[config.mk]
export PLATFORM = sky130hd
export DESIGN_NAME = mux_rr_arb
export DESIGN_NICKNAME = d
export VERILOG_FILES = /design/src/rtl/mux_pkg.sv /design/src/rtl/rr_arbiter.sv /design/src/rtl/mux_rr_arb.sv
export SDC_FILE = /design/constraint.sdc
export NUM_CORES = 1
export LEC_CHECK = 0
export BUFFER_PORTS_ARGS = -buffer_cell sky130_fd_sc_hd__buf_4
export CAP_MARGIN = 20
export CORE_AREA = 2 2 51 53
export CTS_CLUSTER_DIAMETER = 30
export DETAILED_ROUTE_END_ITERATION = 7
export DIE_AREA = 0 0 53 55
export GPL_TIMING_DRIVEN = 1
export PLACE_DENSITY = 0.78
export SYNTH_ARGS = -nofsm -noshare
export SYNTH_HDL_FRONTEND = slang
export SYNTH_SLANG_ARGS = --single-unit
[constraint.sdc]
create_clock -name clk -period 4 [get_ports clk]
set_clock_uncertainty 0.05 [all_clocks]
set_input_delay 0.2 -clock clk [delete_from_list [all_inputs] [get_ports clk]]
set_output_delay 0.2 -clock clk [all_outputs]
set_load 0.01 [all_outputs]
[src/rtl/mux_pkg.sv]
// Shared definitions for the round-robin output multiplexer.
// Holds the select-width helper and the packet hold-state enum. The enum
// is only used when MUX_RR_ARB_PKT_LOCK_EN is defined.
package mux_pkg;

    typedef enum logic [0:0] {
        IDLE   = 1'b0,
        LOCKED = 1'b1
    } hold_state_e;

    // Width of a channel index; never narrower than one bit.
    function automatic int sel_w(input int n);
        if (n <= 2) begin
            return 1;
        end else begin
            return $clog2(n);
        end
    endfunction

endpackage

[src/rtl/rr_arbiter.sv]
// Round-robin grant and pointer logic.
// The grant goes to the first requesting channel at or above ptr, wrapping
// from N-1 to 0. ptr moves to one past the grant when advance is asserted.
import mux_pkg::*;

module rr_arbiter #(
    parameter int N     = 4,
    parameter int SEL_W = sel_w(N)
) (
    input  logic             clk,
    input  logic             rst,
    input  logic [N-1:0]     req,
    input  logic             advance,
    output logic [N-1:0]     grant_oh,
    output logic [SEL_W-1:0] grant_idx,
    output logic [SEL_W-1:0] ptr
);

    localparam logic [SEL_W:0] N_EXT   = (SEL_W+1)'(N);
    localparam logic [SEL_W:0] ONE_EXT = (SEL_W+1)'(1);

    logic [SEL_W-1:0] ptr_r;
    logic [SEL_W:0]   ptr_ext_s;
    logic [2*N-1:0]   req2_s;
    logic [N-1:0]     rot_s;
    logic             found_s;
    logic [SEL_W-1:0] pos_s;
    logic [SEL_W:0]   sum_s;
    logic [SEL_W-1:0] grant_idx_s;
    logic [N-1:0]     grant_oh_s;
    logic [SEL_W:0]   inc_s;
    logic [SEL_W-1:0] ptr_nxt_s;

    // Rotate requests so ptr sits at bit 0, pick the lowest set bit, then un-rotate.
    always_comb begin
        ptr_ext_s = {1'b0, ptr_r};
        req2_s    = {req, req};
        rot_s     = req2_s[ptr_ext_s +: N];
        found_s   = 1'b0;
        pos_s     = '0;
        for (int i = N - 1; i >= 0; i--) begin
            if (rot_s[i]) begin
                found_s = 1'b1;
                pos_s   = SEL_W'(i);
            end else begin
                found_s = found_s;
            end
        end
        sum_s = ptr_ext_s + {1'b0, pos_s};
        if (sum_s >= N_EXT) begin
            grant_idx_s = SEL_W'(sum_s - N_EXT);
        end else begin
            grant_idx_s = SEL_W'(sum_s);
        end
        for (int i = 0; i < N; i++) begin
            grant_oh_s[i] = found_s && (grant_idx_s == SEL_W'(i));
        end
    end

    // Next pointer is one past the current grant, wrapping at N.
    always_comb begin
        inc_s = {1'b0, grant_idx_s} + ONE_EXT;
        if (inc_s >= N_EXT) begin
            ptr_nxt_s = '0;
        end else begin
            ptr_nxt_s = SEL_W'(inc_s);
        end
    end

    // Pointer register: cleared by reset, moved only on an accepted beat.
    always_ff @(posedge clk) begin
        if (rst) begin
            ptr_r <= '0;
        end else if (advance) begin
            ptr_r <= ptr_nxt_s;
        end
    end

    assign grant_oh  = grant_oh_s;
    assign grant_idx = grant_idx_s;
    assign ptr       = ptr_r;

endmodule

[src/rtl/mux_rr_arb.sv]
// N-to-1 round-robin multiplexer with a one-beat registered output stage.
// Optional packet locking is enabled by defining MUX_RR_ARB_PKT_LOCK_EN. When
// it is enabled, a channel keeps the grant until it delivers a beat with
// in_last set.
import mux_pkg::*;

module mux_rr_arb #(
    parameter int N = 4,
    parameter int W = 8,
    localparam int SEL_W = sel_w(N)
) (
    input  logic             clk,
    input  logic             rst,
    input  logic [N-1:0]     in_valid,
    input  logic [N*W-1:0]   in_data,
    output logic [N-1:0]     in_ready,
`ifdef MUX_RR_ARB_PKT_LOCK_EN
    input  logic [N-1:0]     in_last,
    output logic             out_last,
`endif
    output logic             out_valid,
    output logic [W-1:0]     out_data,
    output logic [SEL_W-1:0] out_sel,
    input  logic             out_ready
);

    logic             out_valid_r;
    logic [W-1:0]     out_data_r;
    logic [SEL_W-1:0] out_sel_r;
    logic             load_s;
    logic [N-1:0]     req_s;
    logic [N-1:0]     grant_oh_s;
    logic [SEL_W-1:0] grant_idx_s;
    logic [SEL_W-1:0] ptr_s;
    logic             any_grant_s;
    logic             accept_s;
    logic             advance_s;
    logic [W-1:0]     sel_data_s;
    logic [N-1:0]     in_ready_s;

    // The output register can take a new beat when it is empty or draining.
    assign load_s      = !out_valid_r || out_ready;
    assign any_grant_s = |grant_oh_s;
    assign accept_s    = !rst && load_s && any_grant_s;

`ifdef MUX_RR_ARB_PKT_LOCK_EN
    hold_state_e      state_r, state_nxt_s;
    logic [SEL_W-1:0] lock_idx_r, lock_idx_nxt_s;
    logic [N-1:0]     lock_mask_s;
    logic             last_sel_s;
    logic             out_last_r;

    // While a packet is open, only the locked channel may request.
    always_comb begin
        for (int i = 0; i < N; i++) begin
            lock_mask_s[i] = (lock_idx_r == SEL_W'(i));
        end
        if (state_r == LOCKED) begin
            req_s = in_valid & lock_mask_s;
        end else begin
            req_s = in_valid;
        end
        last_sel_s = |(in_last & grant_oh_s);
        advance_s  = accept_s && last_sel_s;
    end

    // Packet hold next state: open on a non-last beat, close on a last beat.
    always_comb begin
        state_nxt_s    = state_r;
        lock_idx_nxt_s = lock_idx_r;
        case (state_r)
            IDLE: begin
                if (accept_s && !last_sel_s) begin
                    state_nxt_s    = LOCKED;
                    lock_idx_nxt_s = grant_idx_s;
                end else begin
                    state_nxt_s = IDLE;
                end
            end
            LOCKED: begin
                if (accept_s && last_sel_s) begin
                    state_nxt_s = IDLE;
                end else begin
                    state_nxt_s = LOCKED;
                end
            end
            default: begin
                state_nxt_s = IDLE;
            end
        endcase
    end

    // Packet hold state register.
    always_ff @(posedge clk) begin
        if (rst) begin
            state_r    <= IDLE;
            lock_idx_r <= '0;
        end else begin
            state_r    <= state_nxt_s;
            lock_idx_r <= lock_idx_nxt_s;
        end
    end

    // out_last travels with the data it describes.
    always_ff @(posedge clk) begin
        if (rst) begin
            out_last_r <= 1'b0;
        end else if (accept_s) begin
            out_last_r <= last_sel_s;
        end
    end

    assign out_last = out_last_r;
`else
    assign req_s     = in_valid;
    assign advance_s = accept_s;
`endif

    rr_arbiter #(
        .N     (N),
        .SEL_W (SEL_W)
    ) u_arb (
        .clk       (clk),
        .rst       (rst),
        .req       (req_s),
        .advance   (advance_s),
        .grant_oh  (grant_oh_s),
        .grant_idx (grant_idx_s),
        .ptr       (ptr_s)
    );

    // AND-OR select so that ungranted channels can never reach the output.
    always_comb begin
        sel_data_s = '0;
        for (int i = 0; i < N; i++) begin
            if (grant_oh_s[i]) begin
                sel_data_s = sel_data_s | in_data[i*W +: W];
            end else begin
                sel_data_s = sel_data_s;
            end
        end
    end

    // Accept only the granted channel, and nothing during reset or backpressure.
    always_comb begin
        if (rst || !load_s) begin
            in_ready_s = '0;
        end else begin
            in_ready_s = grant_oh_s;
        end
    end

    // Output register: load a new beat, or empty out when there is nothing to send.
    always_ff @(posedge clk) begin
        if (rst) begin
            out_valid_r <= 1'b0;
            out_data_r  <= '0;
            out_sel_r   <= '0;
        end else if (load_s) begin
            out_valid_r <= any_grant_s;
            if (any_grant_s) begin
                out_data_r <= sel_data_s;
                out_sel_r  <= grant_idx_s;
            end
        end
    end

    assign in_ready  = in_ready_s;
    assign out_valid = out_valid_r;
    assign out_data  = out_data_r;
    assign out_sel   = out_sel_r;

endmodule

* After elaboration in Yosys (flattened, before gate mapping)
Cells that the tools add are included. W data, S select, Z words.
Word-level totals: register bits 13, bits of input ports 39, word-level logic and storage cells 45
Cells by class: $add $sub $neg 3, magnitude comparators 2, eq/ne operators 3, shifts and indexed selects 1, mux-type cells 15, bitwise logic cells 3, reductions and logical operators 14
Operators with widths (count):
- $mux W8 | 4
- $or A8 B8 Y8 | 3
- $mux W2 | 6
- $shiftx A8 B3 Y4 | 1
- $ge A3 B3 Y1 const B | 2
- $logic_and A1 B1 Y1 | 6
- $eq A2 B2 Y1 const B | 2
- $mux W1 | 4
- $mux W4 | 1
- $reduce_or A4 Y1 | 1
- $add A2 B1 Y3 const B | 1
- $add A2 B2 Y3 | 1
- $logic_not A1 Y1 | 3
- $eq A2 B1 Y1 const B | 1
- $logic_not A2 Y1 | 1
- $logic_or A1 B1 Y1 | 2
- $reduce_and A2 Y1 | 1
- $sub A2 B1 Y2 const B | 1

* Depth between registers and ports, before layout
depth in word-level cells 17, gate-level depth with buffers 14, mapped depth without buffers 12

* Hierarchy
Synthesis repeated with hierarchy kept, for this count alone.
Second synthesis, totals: cell total of the unflattened synthesis 115, area, all modules 1021.0 um^2
By module, submodules not included:
- mux_rr_arb | instances 1, cells each 68, area an instance 644.4 um^2, sequential area each 220.2 um^2
- rr_arbiter | instances 1, cells each 47, area an instance 376.6 um^2, sequential area each 40.0 um^2

* Least setup slack after synthesis
OpenSTA, ideal clock, no wires.
kind register to register, start point register u_arb.ptr_r[0], in the netlist u_arb.ptr[0], end point register out_data_r[7], in the netlist out_data[7], library setup time 130 ps, arrival time 2710 ps, slack 1109 ps, stages on the path, launching flop included 14, period minus slack after synthesis 2891 ps, cells stage by stage dfxtp_1 -> clkbuf_1 -> nor2_1 -> a211oi_1 -> a31oi_1 -> a211o_1 -> ha_1 -> xor2_1 -> xnor2_1 -> ha_1 -> buf_1 -> a22o_1 -> a222oi_1 -> a211oi_1
On the way: longest elaborated chain between the ends 17, elaborated cells between the ends (all ways) 30, classes of those cells add/sub: 2; order compare: 1; eq/ne: 3; shift: 1; mux: 13; bitwise: 3; reduce/logical: 7
RTL lines:
- start: declaration | line rr_arbiter.sv:22 | logic [SEL_W-1:0] ptr_r;
- start signal: assignment | line rr_arbiter.sv:75 | ptr_r <= ptr_nxt_s;
- $shiftx A8 B3 Y4 | line rr_arbiter.sv:38 | rot_s = req2_s[ptr_ext_s +: N];
- $mux W2 (4 in series) | line rr_arbiter.sv:42 | if (rot_s[i]) begin
- $add A2 B2 Y3 | line rr_arbiter.sv:49 | sum_s = ptr_ext_s + {1'b0, pos_s};
- $ge A3 B3 Y1 or $sub A2 B1 Y2 (tied branches) | line rr_arbiter.sv:50, rr_arbiter.sv:51
- $mux W2 | line rr_arbiter.sv:50 | if (sum_s >= N_EXT) begin
- $logic_not A2 Y1 | line rr_arbiter.sv:56 | grant_oh_s[i] = found_s && (grant_idx_s == SEL_W'(i));
- $logic_and A1 B1 Y1 | line rr_arbiter.sv:56
- $mux W8 | line mux_rr_arb.sv:136 | if (grant_oh_s[i]) begin
- $or A8 B8 Y8 | line mux_rr_arb.sv:137 | sel_data_s = sel_data_s | in_data[i*W +: W];
- $mux W8 | line mux_rr_arb.sv:136
- $or A8 B8 Y8 | line mux_rr_arb.sv:137
- $mux W8 | line mux_rr_arb.sv:136
- $or A8 B8 Y8 | line mux_rr_arb.sv:137
- $mux W8 | line mux_rr_arb.sv:136
- end signal: assignment | line mux_rr_arb.sv:162 | out_data_r <= sel_data_s;
- end: declaration | line mux_rr_arb.sv:28 | logic [W-1:0] out_data_r;
Several ways; a longest one is shown, not always the timed one. A chain may end at the register's enable or synchronous reset.

* Final worst setup path
start point register u_arb.ptr_r[0], in the netlist u_arb.ptr[0], end point output port in_ready[2]
On the way: longest elaborated chain between the ends 11, elaborated cells between the ends (all ways) 16, classes of those cells add/sub: 2; order compare: 1; eq/ne: 1; shift: 1; mux: 10; reduce/logical: 1
RTL lines:
- $shiftx A8 B3 Y4 | line rr_arbiter.sv:38
- $mux W2 (4 in series) | line rr_arbiter.sv:42
- $add A2 B2 Y3 (*) | line rr_arbiter.sv:49
- $ge A3 B3 Y1 or $sub A2 B1 Y2 (tied branches) | line rr_arbiter.sv:50, rr_arbiter.sv:51
- $mux W2 (*) | line rr_arbiter.sv:50
- named net grant_idx_s[1] | line mux_rr_arb.sv:33 | logic [SEL_W-1:0] grant_idx_s;
- $eq A2 B2 Y1 (*) | line rr_arbiter.sv:56
- $logic_and A1 B1 Y1 (*) | line rr_arbiter.sv:56
- $mux W4 (*) | line mux_rr_arb.sv:146 | if (rst || !load_s) begin
- end: declaration | line mux_rr_arb.sv:16 | output logic [N-1:0] in_ready,
The timed path passes the listed nets; every way through them passes the cells marked *.

==> metrics.yaml <==
status: "completed"
worstPathArrival_ps: 2950
slowest_delay_ps: 510
synth.largest_area_cell: "dfxtp_1"
min_path_type: "primary input to flip-flop"
seq_power_share_pct: 25.5
grt_overflow: 0
ys_seq_area_share_pct: 27.8
cts_resized: 0
relSlewSlack_pct: 75.5
p_leak_nw: 0.634
drt-vias-per-instance: 5.35
syn_area_um2: 937
post_drt_wl_per_cell_um: 14.7
multiInputGateArea_um2: 602
critPathLaunchType: "flip-flop"
cap_violations: 0
cts-buffers-inserted: 3
cts_htree_levels: 1
cts_root_buf: "clkbuf_4"
max_clock_freq_ghz: 0.313
clk_pin_slew_worst_paths_ps: 80
synth_compound_area_share_pct: 29.8
dp_slack_ps: 1000
rr_endpoint: "out_data[6]$_SDFFE_PP0P_"
core_area_um2: 2360
dp.cells: 186
crit_fanout: 11
hold_buffers: 0
syn_inst: 114
grtUsageTotal_pct: 18.6
initial_core_util_pct: 39.6
period_share_pct: 79.9
ant_nets: 0
num_antenna_cells: 0
p_clk_share_pct: 10.1
setup_ws_ps: 805
p_sw_mw: 0.344
hold_end: "u_arb.ptr[0]$_SDFFE_PP0P_"
tightest_slew_ps: 366
fin_util_pct: 56.1
power_density_nw_per_um2: 626
synth_top_family_by_area: "compound AO/OA/AOI/OAI gates"
crit_chain: "nor2_1, a211oi_1, a31oi_1, a211o_1, ha_1, xor2_1, xor2_1, ha_1, and2_1, buf_4"
synth_cell_types: 29
die-area_um2: 2920
area_delta_synth_final_pct: 41.7
syn_nets: 158
synth_warnings: 0
sw_frac_of_total_pct: 41.4
synthSimpleGateAreaFrac_pct: 25.0
fin_setup_tns_ps: 0
min-delay-start: "rst"
portBuffers: 53
seq_area_um2: 260
ir_drop_mv: 0.442
intPower_mw: 0.487
final_cells: 190
nets: 205
pwr-share-comb_pct: 64.4
end_kind: "output pin"
r2r_start: "u_arb.ptr[0]$_SDFFE_PP0P_"
grt_pass1_wl_mm: 3.97
finalWirelength_mm: 2.78
synthFlopType: "dfxtp_1"
nFillCells: 217
min_period_ps: 3200
slowest_stage: "dfxtp_1"
cts_setup_buffers: 0
grt_pass1_vias: 902
async_flop_share_pct: 0
synth_xor_area_share_pct: 2.80
grt_start_max_net_pins: 23
synth-seq-cells: 13
syn_avg_cell_area_um2: 8.22
hold_path_depth: 2
yosys.area.top_type_share_pct: 27.8
clkLatencyLatePin_ps: 280
synth-edff-count: 0
drt_iter0_drc: 40
drv_slew: 0
die_h_um: 55
cp.required_ps: 3750
num_vias: 1017
synthMuxAreaShare_pct: 0
ys_top_cells_by_area: "dfxtp_1 (28%), a222oi_1 (8.5%), nor2_1 (8.4%)"
final_layout_size_suffix_gt1_share_pct: 37.5
synth_fa_ha_area_share_pct: 6.68
post-route-drc-count: 0
ff2ff_path_depth: 11
cts_buffer_depth: 2
die_width_um: 53
rsz0062_at_grt: "false"
drtPass1Iterations: 4
rows: 18
dpl.hpwl_mm: 2.16
gp_congestion: 0.809
setup_viol: 0
hold_violations: 0
antenna_found_initial: 0
clkSinkCount: 13
crit_start: "u_arb.ptr[0]$_SDFFE_PP0P_"
r2r_slack_ps: 940
criticalPathCategory: "flip-flop to output pin"
pin_count: 54
cts_tree: "built"
sequential cells by signal (all words and copies together), names as in the netlist:
register,count
u_arb.ptr,2
out_valid,1
out_data,8
out_sel,2
power by group through the flow:
stage	sequential (mW)	combinational, mW	clock [mW]
after global placement	0.212	0.523	0
after detailed placement	0.214	0.529	0
after CTS	0.211	0.531	0.0861
final	0.212	0.536	0.0839
after floorplan	0.222	0.353	0
after global routing	0.217	0.592	0.0942
synthesized netlist by cell type (2+ instances only):
| library cell | number |
|---|---|
| a211oi_1 | 9 |
| a21oi_1 | 4 |
| a222oi_1 | 8 |
| a22o_1 | 8 |
| a31oi_1 | 2 |
| and2_1 | 4 |
| buf_1 | 4 |
| buf_6 | 4 |
| clkbuf_1 | 3 |
| dfxtp_1 | 13 |
| ha_1 | 5 |
| nand2_1 | 8 |
| nand2b_1 | 2 |
| nor2_1 | 21 |
| nor3_1 | 3 |
| nor4b_1 | 2 |
| xor2_1 | 2 |
cell type report:
| type | count | share of cell area [%] |
|---|---|---|
| inverter | 1 | 0.283 |
| tap | 30 | 2.83 |
| sequential | 13 | 19.6 |
| clock buffer | 4 | 1.98 |
| multi-input combinational | 89 | 45.3 |
| timing repair buffer | 53 | 30.0 |
through the flow:
stage          power [mW]  hold WS, ps  instance area [um2]
2_1_floorplan       0.575          221                  937
3_3_place_gp        0.735          398                 1300
3_5_place_dp        0.743          405                 1300
4_1_cts             0.828          149                 1330
5_1_grt             0.902          158                 1330
6_report            0.831          157                 1330
worst max-delay path: cells and delay by family (launching register included):
family / cells / cell delay, ps
simple gates: 2 / 310
fa+ha+maj: 2 / 580
flops: 1 / 510
buf+inv: 1 / 120
compound gates: 3 / 550
xor+xnor: 2 / 600
cells by family (layout without fill, tap and decap cells):
family / after synthesis / after routing
AND/OR/NAND/NOR: 47 / 47
AO/OA/AOI/OAI: 34 / 34
flip-flops: 13 / 13
buffers and inverters: 12 / 58
adder cells (fa/ha/maj): 5 / 5
XOR/XNOR: 3 / 3
how the worst max path moves through the flow:
stage                               endpoint  cells after the start  slack (ps)
floorplan           out_data[7]$_SDFFE_PP0P_                     13        1110
global placement    out_data[7]$_SDFFE_PP0P_                     11        1080
detailed placement  out_data[6]$_SDFFE_PP0P_                     11        1000
CTS                              in_ready[2]                     10         840
global route                     in_ready[2]                     10         570
finish                           in_ready[2]                     10         800
routing by layer:
metal  routed length [um]  part of all wire [%]  vias to the layer above  GRT usage (%)
met5                    0                     0                        -              0
met4                   18                  0.65                        0           6.41
met3                   82                   2.9                        6           5.65
met2                 1490                    54                       23           32.5
met1                 1190                    43                      468           21.8
li1                     -                     -                      520              -
cells in the final DEF, fill, tap and decap left out, drive strengths merged:
cell	Yosys	routed
xnor2	1	1
xor2	2	2
nor2	21	21
a211oi	10	10
nor4b	2	2
a31oi	2	2
nand2	9	9
a22o	8	8
o21bai	1	1
a222oi	8	8
and3	1	1
dfxtp	13	13
nor3	3	3
a21oi	4	4
and2	5	5
a211o	1	1
nand2b	2	2
ha	5	5
or4	1	1
inv	1	1
buf	8	53
nor4	2	2
nand3b	1	1
clkbuf	3	4
Power figures use the tool's default switching activity.
